File: src/rtl/msg_dispatch_fifo_if.sv
// ---------------------------------------------------------------------------
// msg_dispatch_fifo_if
//   Bundle between the ITCH parser, the dispatch FIFO and the order-book stage.
//   master : parser/consumer side (drives in_* and out_ready)
//   slave  : dispatch FIFO side (drives out_*, fifo_level and the statistics)
//   in_done/in_msg_type/in_stock_id/in_order_id/in_price/in_quantity : parsed message
//   out_valid/out_ready : show-ahead head handshake
//   out_kind/out_stock_id/out_order_id/out_price/out_quantity : head entry
//   fifo_level/drop_count/bad_type_count : occupancy and saturating statistics
// ---------------------------------------------------------------------------
interface msg_dispatch_fifo_if #(
    parameter int DEPTH = 8,
    parameter int CNT_W = 16
);
    logic                     in_done;
    logic [7:0]               in_msg_type;
    logic [7:0]               in_stock_id;
    logic [31:0]              in_order_id;
    logic [31:0]              in_price;
    logic [31:0]              in_quantity;
    logic                     out_valid;
    logic                     out_ready;
    logic [1:0]               out_kind;
    logic [7:0]               out_stock_id;
    logic [31:0]              out_order_id;
    logic [31:0]              out_price;
    logic [31:0]              out_quantity;
    logic [$clog2(DEPTH):0]   fifo_level;
    logic [CNT_W-1:0]         drop_count;
    logic [CNT_W-1:0]         bad_type_count;

    modport master (
        output in_done, in_msg_type, in_stock_id, in_order_id, in_price, in_quantity,
        output out_ready,
        input  out_valid, out_kind, out_stock_id, out_order_id, out_price, out_quantity,
        input  fifo_level, drop_count, bad_type_count
    );

    modport slave (
        input  in_done, in_msg_type, in_stock_id, in_order_id, in_price, in_quantity,
        input  out_ready,
        output out_valid, out_kind, out_stock_id, out_order_id, out_price, out_quantity,
        output fifo_level, drop_count, bad_type_count
    );
endinterface

File: src/rtl/msg_dispatch_fifo.sv
// ---------------------------------------------------------------------------
// msg_dispatch_fifo
//   Captures each completed parsed message one cycle after the parser's done
//   pulse, validates and classifies the type byte, and buffers accepted
//   messages in a show-ahead FIFO read through a valid/ready handshake.
//   Unknown types and messages arriving into a full, non-draining FIFO are
//   discarded and counted in saturating counters.
// Ports
//   clk   : clock
//   reset : asynchronous, active-high reset
//   bus   : msg_dispatch_fifo_if.slave (parser inputs, head outputs, stats)
// ---------------------------------------------------------------------------
module msg_dispatch_fifo #(
    parameter int DEPTH = 8,
    parameter int CNT_W = 16
) (
    input  logic                  clk,
    input  logic                  reset,
    msg_dispatch_fifo_if.slave    bus
);
    localparam int PTR_W = $clog2(DEPTH);
    localparam int LVL_W = PTR_W + 1;
    localparam int ENT_W = 2 + 8 + 32 + 32 + 32;

    // Returns {known, kind[1:0]} for a message type byte.
    function automatic logic [2:0] classify(input logic [7:0] msg_type);
        logic [2:0] res;
        case (msg_type)
            8'h41:   res = 3'b100;  // 'A' add
            8'h44:   res = 3'b101;  // 'D' delete
            8'h45:   res = 3'b110;  // 'E' execute
            8'h58:   res = 3'b111;  // 'X' cancel
            default: res = 3'b000;
        endcase
        return res;
    endfunction

    logic                 done_q;
    logic [LVL_W-1:0]     level_q,    level_d;
    logic [PTR_W-1:0]     wr_ptr_q,   wr_ptr_d;
    logic [PTR_W-1:0]     rd_ptr_q,   rd_ptr_d;
    logic [ENT_W-1:0]     mem_q [DEPTH];
    logic [ENT_W-1:0]     head_q,     head_d;
    logic                 out_valid_q, out_valid_d;
    logic [CNT_W-1:0]     drop_cnt_q, drop_cnt_d;
    logic [CNT_W-1:0]     bad_cnt_q,  bad_cnt_d;

    logic [2:0]           cls_s;
    logic [ENT_W-1:0]     entry_s;
    logic [PTR_W-1:0]     rd_next_s;
    logic                 full_s;
    logic                 pop_s;
    logic                 push_s;
    logic                 drop_s;
    logic                 bad_s;

    // Classification, push/pop decisions and next-state for pointers and level.
    always_comb begin
        cls_s     = classify(bus.in_msg_type);
        entry_s   = {cls_s[1:0], bus.in_stock_id, bus.in_order_id, bus.in_price, bus.in_quantity};
        full_s    = (level_q == LVL_W'(DEPTH));
        pop_s     = out_valid_q && bus.out_ready;
        // A full FIFO still accepts a push when the head leaves on the same edge.
        push_s    = done_q && cls_s[2] && (!full_s || pop_s);
        drop_s    = done_q && cls_s[2] && full_s && !pop_s;
        bad_s     = done_q && !cls_s[2];
        rd_next_s = rd_ptr_q + PTR_W'(1);

        case ({push_s, pop_s})
            2'b10:   level_d = level_q + LVL_W'(1);
            2'b01:   level_d = level_q - LVL_W'(1);
            default: level_d = level_q;
        endcase

        if (push_s) begin
            wr_ptr_d = wr_ptr_q + PTR_W'(1);
        end else begin
            wr_ptr_d = wr_ptr_q;
        end

        if (pop_s) begin
            rd_ptr_d = rd_next_s;
        end else begin
            rd_ptr_d = rd_ptr_q;
        end

        out_valid_d = (level_d != {LVL_W{1'b0}});
    end

    // Next head register: the registered copy of the entry at the read pointer.
    always_comb begin
        head_d = head_q;
        if (pop_s) begin
            // With two or more stored, the successor is already in memory
            // (DEPTH >= 2, so a same-edge push never targets it).
            if (level_q >= LVL_W'(2)) begin
                head_d = mem_q[rd_next_s];
            end else if (push_s) begin
                head_d = entry_s;
            end else begin
                head_d = head_q;  // emptied: hold last value
            end
        end else if ((level_q == {LVL_W{1'b0}}) && push_s) begin
            head_d = entry_s;
        end else begin
            head_d = head_q;
        end
    end

    // Saturating statistics counters.
    always_comb begin
        if (drop_s && (drop_cnt_q != {CNT_W{1'b1}})) begin
            drop_cnt_d = drop_cnt_q + CNT_W'(1);
        end else begin
            drop_cnt_d = drop_cnt_q;
        end
        if (bad_s && (bad_cnt_q != {CNT_W{1'b1}})) begin
            bad_cnt_d = bad_cnt_q + CNT_W'(1);
        end else begin
            bad_cnt_d = bad_cnt_q;
        end
    end

    // Control, head and statistics registers.
    always_ff @(posedge clk or posedge reset) begin
        if (reset) begin
            done_q      <= 1'b0;
            level_q     <= {LVL_W{1'b0}};
            wr_ptr_q    <= {PTR_W{1'b0}};
            rd_ptr_q    <= {PTR_W{1'b0}};
            head_q      <= {ENT_W{1'b0}};
            out_valid_q <= 1'b0;
            drop_cnt_q  <= {CNT_W{1'b0}};
            bad_cnt_q   <= {CNT_W{1'b0}};
        end else begin
            // Parser fields settle on the done edge, so sampling waits one cycle.
            done_q      <= bus.in_done;
            level_q     <= level_d;
            wr_ptr_q    <= wr_ptr_d;
            rd_ptr_q    <= rd_ptr_d;
            head_q      <= head_d;
            out_valid_q <= out_valid_d;
            drop_cnt_q  <= drop_cnt_d;
            bad_cnt_q   <= bad_cnt_d;
        end
    end

    // FIFO storage; written at the tail on every accepted push.
    always_ff @(posedge clk or posedge reset) begin
        if (reset) begin
            for (int i = 0; i < DEPTH; i++) begin
                mem_q[i] <= {ENT_W{1'b0}};
            end
        end else if (push_s) begin
            mem_q[wr_ptr_q] <= entry_s;
        end
    end

    assign bus.out_valid      = out_valid_q;
    assign bus.out_kind       = head_q[ENT_W-1 -: 2];
    assign bus.out_stock_id   = head_q[103:96];
    assign bus.out_order_id   = head_q[95:64];
    assign bus.out_price      = head_q[63:32];
    assign bus.out_quantity   = head_q[31:0];
    assign bus.fifo_level     = level_q;
    assign bus.drop_count     = drop_cnt_q;
    assign bus.bad_type_count = bad_cnt_q;
endmodule

File: src/flat_wrapper.sv
// flat-port wrapper written by rule: the top's interface ports become plain ports
module msg_dispatch_fifo_flat 
#(
    parameter int DEPTH = 8,
    parameter int CNT_W = 16
)
  (clk, reset, bus_in_done, bus_in_msg_type, bus_in_stock_id, bus_in_order_id, bus_in_price, bus_in_quantity, bus_out_ready, bus_out_valid, bus_out_kind, bus_out_stock_id, bus_out_order_id, bus_out_price, bus_out_quantity, bus_fifo_level, bus_drop_count, bus_bad_type_count);
  msg_dispatch_fifo_if #(.DEPTH(DEPTH), .CNT_W(CNT_W)) bus_i ();
  input  logic clk;
  input  logic reset;
  input wire logic [$bits(bus_i.in_done)-1:0] bus_in_done;
  input wire logic [$bits(bus_i.in_msg_type)-1:0] bus_in_msg_type;
  input wire logic [$bits(bus_i.in_stock_id)-1:0] bus_in_stock_id;
  input wire logic [$bits(bus_i.in_order_id)-1:0] bus_in_order_id;
  input wire logic [$bits(bus_i.in_price)-1:0] bus_in_price;
  input wire logic [$bits(bus_i.in_quantity)-1:0] bus_in_quantity;
  input wire logic [$bits(bus_i.out_ready)-1:0] bus_out_ready;
  output wire logic [$bits(bus_i.out_valid)-1:0] bus_out_valid;
  output wire logic [$bits(bus_i.out_kind)-1:0] bus_out_kind;
  output wire logic [$bits(bus_i.out_stock_id)-1:0] bus_out_stock_id;
  output wire logic [$bits(bus_i.out_order_id)-1:0] bus_out_order_id;
  output wire logic [$bits(bus_i.out_price)-1:0] bus_out_price;
  output wire logic [$bits(bus_i.out_quantity)-1:0] bus_out_quantity;
  output wire logic [$bits(bus_i.fifo_level)-1:0] bus_fifo_level;
  output wire logic [$bits(bus_i.drop_count)-1:0] bus_drop_count;
  output wire logic [$bits(bus_i.bad_type_count)-1:0] bus_bad_type_count;
  assign bus_i.in_done = bus_in_done;
  assign bus_i.in_msg_type = bus_in_msg_type;
  assign bus_i.in_stock_id = bus_in_stock_id;
  assign bus_i.in_order_id = bus_in_order_id;
  assign bus_i.in_price = bus_in_price;
  assign bus_i.in_quantity = bus_in_quantity;
  assign bus_i.out_ready = bus_out_ready;
  assign bus_out_valid = bus_i.out_valid;
  assign bus_out_kind = bus_i.out_kind;
  assign bus_out_stock_id = bus_i.out_stock_id;
  assign bus_out_order_id = bus_i.out_order_id;
  assign bus_out_price = bus_i.out_price;
  assign bus_out_quantity = bus_i.out_quantity;
  assign bus_fifo_level = bus_i.fifo_level;
  assign bus_drop_count = bus_i.drop_count;
  assign bus_bad_type_count = bus_i.bad_type_count;
  msg_dispatch_fifo #(.DEPTH(DEPTH), .CNT_W(CNT_W)) u_core (.clk(clk), .reset(reset), .bus(bus_i));
endmodule
File: config.mk
export PLATFORM = sky130hd
export DESIGN_NAME = msg_dispatch_fifo_flat
export DESIGN_NICKNAME = d
export VERILOG_FILES = /design/src/rtl/msg_dispatch_fifo_if.sv /design/src/rtl/msg_dispatch_fifo.sv /design/src/flat_wrapper.sv
export SDC_FILE = /design/constraint.sdc
export NUM_CORES = 2
export LEC_CHECK = 0
export ABC_AREA = 1
export CAP_MARGIN = 10
export CORE_UTILIZATION = 35
export DETAILED_ROUTE_END_ITERATION = 12
export PLACE_DENSITY = 0.64
export SLEW_MARGIN = 5
export SYNTH_ARGS = -nofsm -noshare
export SYNTH_HDL_FRONTEND = slang
export SYNTH_SLANG_ARGS = --single-unit
File: constraint.sdc
create_clock -name clk -period 37.4 [get_ports clk]
set_input_delay 7.48 -clock clk [delete_from_list [all_inputs] [get_ports clk]]
set_output_delay 7.48 -clock clk [all_outputs]
set_load 0.01 [all_outputs]
* Word-level counts from Yosys, hierarchy flattened *
Cells that the tools add are included.

word-level totals
  register bits after elaboration = 998
  output and inout bits = 143

cells by class
  mux-type cells = 12
  reduce and logical (&&, ||, !) cells = 18
  add/sub/neg operators = 6
  magnitude comparators = 4
  equality and inequality tests = 10
  bitwise operators = 2

operators with widths
  kind                                                                                 number
  848-bit bitwise mux                                                                  1
  106-bit 2-to-1 mux                                                                   7
  106-bit binary-select mux with 3-bit select                                          1
  106-bit demux with 3-bit select                                                      1
  16-bit by 1-bit adder with 16-bit output, second input constant                      2
  8-bit by 7-bit equality test with 1-bit output, second input constant                4
  16-bit != test, second input constant                                                2
  3-bit case mux with 4 select lines                                                   1
  1-bit logical AND                                                                    10
  4-bit greater-or-equal comparator, second input constant                             2
  3-bit NOT with 4-bit output                                                          2
  4-bit case mux with 2 select lines                                                   1
  3-bit by 1-bit adder with 3-bit output, second input constant                        2
  4-bit by 1-bit adder with 4-bit output, second input constant                        1
  4-bit equality test, second input constant                                           1
  4-bit by 2-bit greater-or-equal comparator with 1-bit output, second input constant  1
  4-bit logical NOT                                                                    1
  4-bit by 1-bit < comparator with 1-bit output, second input constant                 1
  4-bit nonzero test                                                                   1
  4-bit by 1-bit subtractor with 4-bit output, second input constant                   1
  1-bit logical NOT                                                                    3
  3-bit != test, second input constant                                                 1
  2-bit by 1-bit equality test with 1-bit output, second input constant                1
  2-bit equality test, second input constant                                           1
  3 further kinds                                                                      3

* Logic depth before layout (Yosys ltp) *
  word-level depth = 7
  depth in mapped cells = 16
  depth with buffers taken out = 15

* Least setup slack after synthesis *
Ideal clock, no wire load.

  path kind = in2reg
  from = input port bus_in_msg_type[6]
  to = register u_core.out_valid_q, in the netlist u_core.bus.out_valid
  stages on the path = 16
  path slack = 27.733 ns
  path buffers = 1
  required time = 37.267 ns
  library setup time = 0.133 ns
  arrival time = 9.534 ns
  cells stage by stage = inv_2 -> nor2_1 -> nand2_1 -> nor2_1 -> nor2_1 -> buf_2 -> a21oi_2 -> nand2_1 -> ha_1 -> xor2_1 -> ha_1 -> a21oi_1 -> xor2_1 -> o21ai_0 -> nor2_1 -> nand4_1

on the way
  word-level cells in the longest chain between the ends = 7
  elaborated cells on any way between the ends = 11
  those cells by class = eq/ne: 6; mux: 2; reduce/logical: 3

ends and longest elaborated chain
  element                                                                                line                      source
  start: declaration                                                                     flat_wrapper.sv:12        input wire logic [$bits(bus_i.in_msg_type)-1:0] bus_in_msg_type;
  8-bit by 7-bit equality test with 1-bit output                                         msg_dispatch_fifo.sv:28   case (msg_type)
  3-bit case mux with 4 select lines *                                                   msg_dispatch_fifo.sv:28
  1-bit logical AND * (2 in a row)                                                       msg_dispatch_fifo.sv:64   push_s = done_q && cls_s[2] && (!full_s || pop_s);
  2-bit by 1-bit equality test with 1-bit output or 2-bit equality test (tied branches)  msg_dispatch_fifo.sv:69   case ({push_s, pop_s})
  4-bit case mux with 2 select lines *                                                   msg_dispatch_fifo.sv:69
  named net u_core.level_d[2]                                                            msg_dispatch_fifo.sv:39   logic [LVL_W-1:0] level_q, level_d;
  4-bit nonzero test *                                                                   msg_dispatch_fifo.sv:87   out_valid_d = (level_d != {LVL_W{1'b0}});
  named net u_core.out_valid_d                                                           msg_dispatch_fifo.sv:44   logic out_valid_q, out_valid_d;
  end signal: assignment                                                                 msg_dispatch_fifo.sv:142  out_valid_q <= out_valid_d;
  end: declaration                                                                       msg_dispatch_fifo.sv:44

Mark *: on every way through the listed nets, which the timed path passes. The rest lies on a longest branch.
A chain may end at the register's enable or synchronous reset.

==> flow_metrics.tcl <==
set metrics [dict create \
    status "completed" \
    num_antenna_cells 0 \
    internal_power_mw 2.31 \
    cp-start-kind "primary input" \
    vdd_drop_max_v 0.000106 \
    grt_pass1_wl_um 211000 \
    grt_pass1_vias 36409 \
    power_switching_mw 1.56 \
    slew_headroom_pct 21.1 \
    hold_viol 0 \
    clock_power_share_pct 28.0 \
    synthesis.nets 5672 \
    end_kind "async pin" \
    period_minus_slack_ns 11.39 \
    synth_top_family_by_area "simple AND/OR/NAND/NOR gates" \
    synth_simple_gate_area_share_pct 22.8 \
    synth-seq-cells 998 \
    start_util_pct 35.3 \
    cts_buffers 106 \
    report.final.slew_viol_count 0 \
    layout_common_cells "1368 x o21ai_0, 1182 x nand2_1, 997 x dfrtp_1, 886 x nor2_1, 449 x nand3_1" \
    cpPeakStageDelay_ns 0.89 \
    cts_max_path_buffers 3 \
    synth_compound_area_share_pct 15.6 \
    setup_viol 0 \
    synthesis.instances 5549 \
    synth.yosys.seq_area_share_pct 55.4 \
    grt_usage_pct 20.2 \
    grt_max_degree 213 \
    vias 37863 \
    drc 0 \
    whs_ns 0.478 \
    clk_pin_slew_ns 0.06 \
    antenna_found_initial 6 \
    htree_levels 3 \
    cts_num_sinks 998 \
    wl_um 132000 \
    swShare_pct 40.4 \
    synthAdderAreaFrac_pct 0.194 \
    cap_violations 0 \
    fmax_ghz 0.0878 \
    rsz0062_at_grt "no" \
    crit_chain "clkdlybuf4s50_1 -> inv_8 -> buf_12 -> buf_4 -> buf_4 -> buf_4" \
    skew_ns 0.0227 \
    ctsRootBufferMaster "clkbuf_16" \
    grt_overflow 0 \
    die_area_um2 130000 \
    path_class "in -> async" \
    cts_tree "built" \
    cp.arrival_ns 12.04 \
    routedWlPerCell_um 18.0 \
    hp-class "reg -> reg" \
    post_cts_buffers 0 \
    io_pins 259 \
    first_pass_iters 5 \
    path_max_fanout 161 \
    syn_to_final_growth_pct 15.5 \
    fin_nets 5673 \
    insertion_delay_ns 0.73 \
    worstPathRequired_ns 38.05 \
    port_buffers 258 \
    power.density_nw_per_um2 74.2 \
    drive_above_1_share_pct 4.41 \
    die_h_um 361 \
    viasPerCell 5.18 \
    finalSetupTns_ns 0 \
    synth_warnings 0 \
    layout_commonest_cell "o21ai_0" \
    worstMarginPinSlew_ns 1.18 \
    crit_top_cell "buf_4" \
    synth_cell_types 32 \
    core_area_um2 128000 \
    pwr-share-comb_pct 40.1 \
    rows 131 \
    worst-path-buf-inv 6 \
    synth_xor_area_share_pct 0.696 \
    ctsHoldBuffers 0 \
    seq_power_share_pct 31.9 \
    drt_iter0_markers 3490 \
    dpl.hpwl_um 68300 \
    drtAntennaViolNets 0 \
    cp_slowest_cell "buf_4" \
    fp.dieW_um 361 \
    cts_resized 0 \
    n_fill_cell 12696 \
    gp_congestion 0.781 \
    avgSynthCellArea_um2 8.13 \
    leakage_nw 23.7 \
    yosys-mux-area-fraction_pct 0 \
    cp_top_family "buffers and inverters" \
    min_period_over_period_pct 30.4 \
    synth_area_um2 45100 \
]
-- kinds of logic after synthesis --
family | after synthesis
simple gates | 2549
xor+xnor | 35
flops | 998
fa+ha+maj | 7
buf+inv | 558
compound gates | 1402
-- sequential cells by signal, indices dropped and copies added (netlist names) --
name and cells:
u_core.done_q 1, u_core.rd_ptr_q 3, u_core.wr_ptr_q 3, u_core.bus.bad_type_count 16
u_core.bus.drop_count 16, u_core.bus.out_valid 1, u_core.bus.fifo_level 4, u_core.mem_q 848
u_core.head_q 106
-- power by group through the flow --
stage	clock network [mW]	logic (mW)	registers (mW)
6_report	1.08	1.55	1.23
5_1_grt	1.15	1.74	1.24
4_1_cts	1.11	1.56	1.23
3_5_place_dp	0	1.55	1.25
3_3_place_gp	0	1.54	1.25
2_1_floorplan	0	0.987	1.27
-- stage by stage --
step / utilization (%) / instance area (µm²) / std cells / total power [mW] / setup slack, ns
3_3_place_gp: 38.0 / 48500 / 7104 / 2.79 / 25.03
4_1_cts: 40.8 / 52100 / 7304 / 3.90 / 25.81
3_5_place_dp: 38.0 / 48500 / 7104 / 2.80 / 24.99
6_report: 40.8 / 52100 / 7304 / 3.87 / 26.01
5_1_grt: 40.8 / 52100 / 7304 / 4.13 / 25.20
2_1_floorplan: - / 45100 / 5549 / 2.25 / 1.84
-- cells in the mapped netlist --
cell | n | share of area, %
o21ai_0 | 1368 | 15
nand2_1 | 1183 | 9.8
dfrtp_1 | 998 | 55
nor2_1 | 886 | 7.4
nand3_1 | 449 | 5.0
buf_2 | 189 | 2.1
clkbuf_1 | 176 | 1.5
inv_1 | 140 | 1.2
o21ai_1 | 26 | 0.29
buf_1 | 22 | 0.18
buf_4 | 22 | 0.37
xor2_1 | 18 | 0.35
xnor2_1 | 16 | 0.31
nor3_1 | 10 | 0.11
nand4_2 | 9 | 0.25
ha_1 | 7 | 0.19
inv_2 | 5 | 0.042
nand4_1 | 5 | 0.069
clkbuf_2 | 3 | 0.033
o211ai_1 | 3 | 0.050
nand3b_1 | 2 | 0.033
nor3b_1 | 2 | 0.033
a21o_1 | 1 | 0.017
a21oi_1 | 1 | 0.011
a21oi_2 | 1 | 0.019
a31oi_2 | 1 | 0.028
clkinv_1 | 1 | 0.0083
nand2_2 | 1 | 0.014
nand2_4 | 1 | 0.025
nand4_4 | 1 | 0.047
o21ai_2 | 1 | 0.019
xnor2_2 | 1 | 0.036
-- routing by layer --
layer | track usage [%] | routed length [µm]
met4 | 5.62 | 2490
met1 | 28.8 | 61600
met5 | 0 | 59
met3 | 3.48 | 8480
met2 | 31.4 | 59000
-- final cells by class --
| class | count | area, µm² | area share, % |
|---|---|---|---|
| Clock buffer | 162 | 3200 | 6.14 |
| Clock inverter | 38 | 412 | 0.790 |
| Inverter | 146 | 581 | 1.11 |
| Multi-Input combinational cell | 3993 | 17800 | 34.2 |
| Sequential cell | 998 | 25000 | 48.0 |
| Tap cell | 1662 | 2080 | 3.99 |
| Timing Repair Buffer | 305 | 3010 | 5.78 |
-- worst paths after layout --
| path | from | end | slack, ns | cells after the start |
|---|---|---|---|---|
| max | reset | u_core.rd_ptr_q[0]$_DFFE_PP0P_ | 26.01 | 6 |
| min | u_core.mem_q[272]$_DFFE_PP0P_ | u_core.mem_q[272]$_DFFE_PP0P_ | 0.48 | 2 |
| max reg2reg | u_core.bus.out_valid$_DFF_PP0_ | u_core.mem_q[383]$_DFFE_PP0P_ | 33.17 | 6 |
| min reg2reg | u_core.mem_q[272]$_DFFE_PP0P_ | u_core.mem_q[272]$_DFFE_PP0P_ | 0.48 | 2 |
| max in group clk | bus_out_ready | u_core.mem_q[383]$_DFFE_PP0P_ | 26.36 | 7 |
| min in group asynchronous | reset | u_core.mem_q[801]$_DFFE_PP0P_ | 7.30 | 2 |
-- tightest hold or removal path, stage by stage, from the launching register on --
cell,delay [ns]
dfrtp_1,0.33
nand2_1,0.05
o21ai_0,0.06
Note: power is estimated with default switching activity, not from simulation.
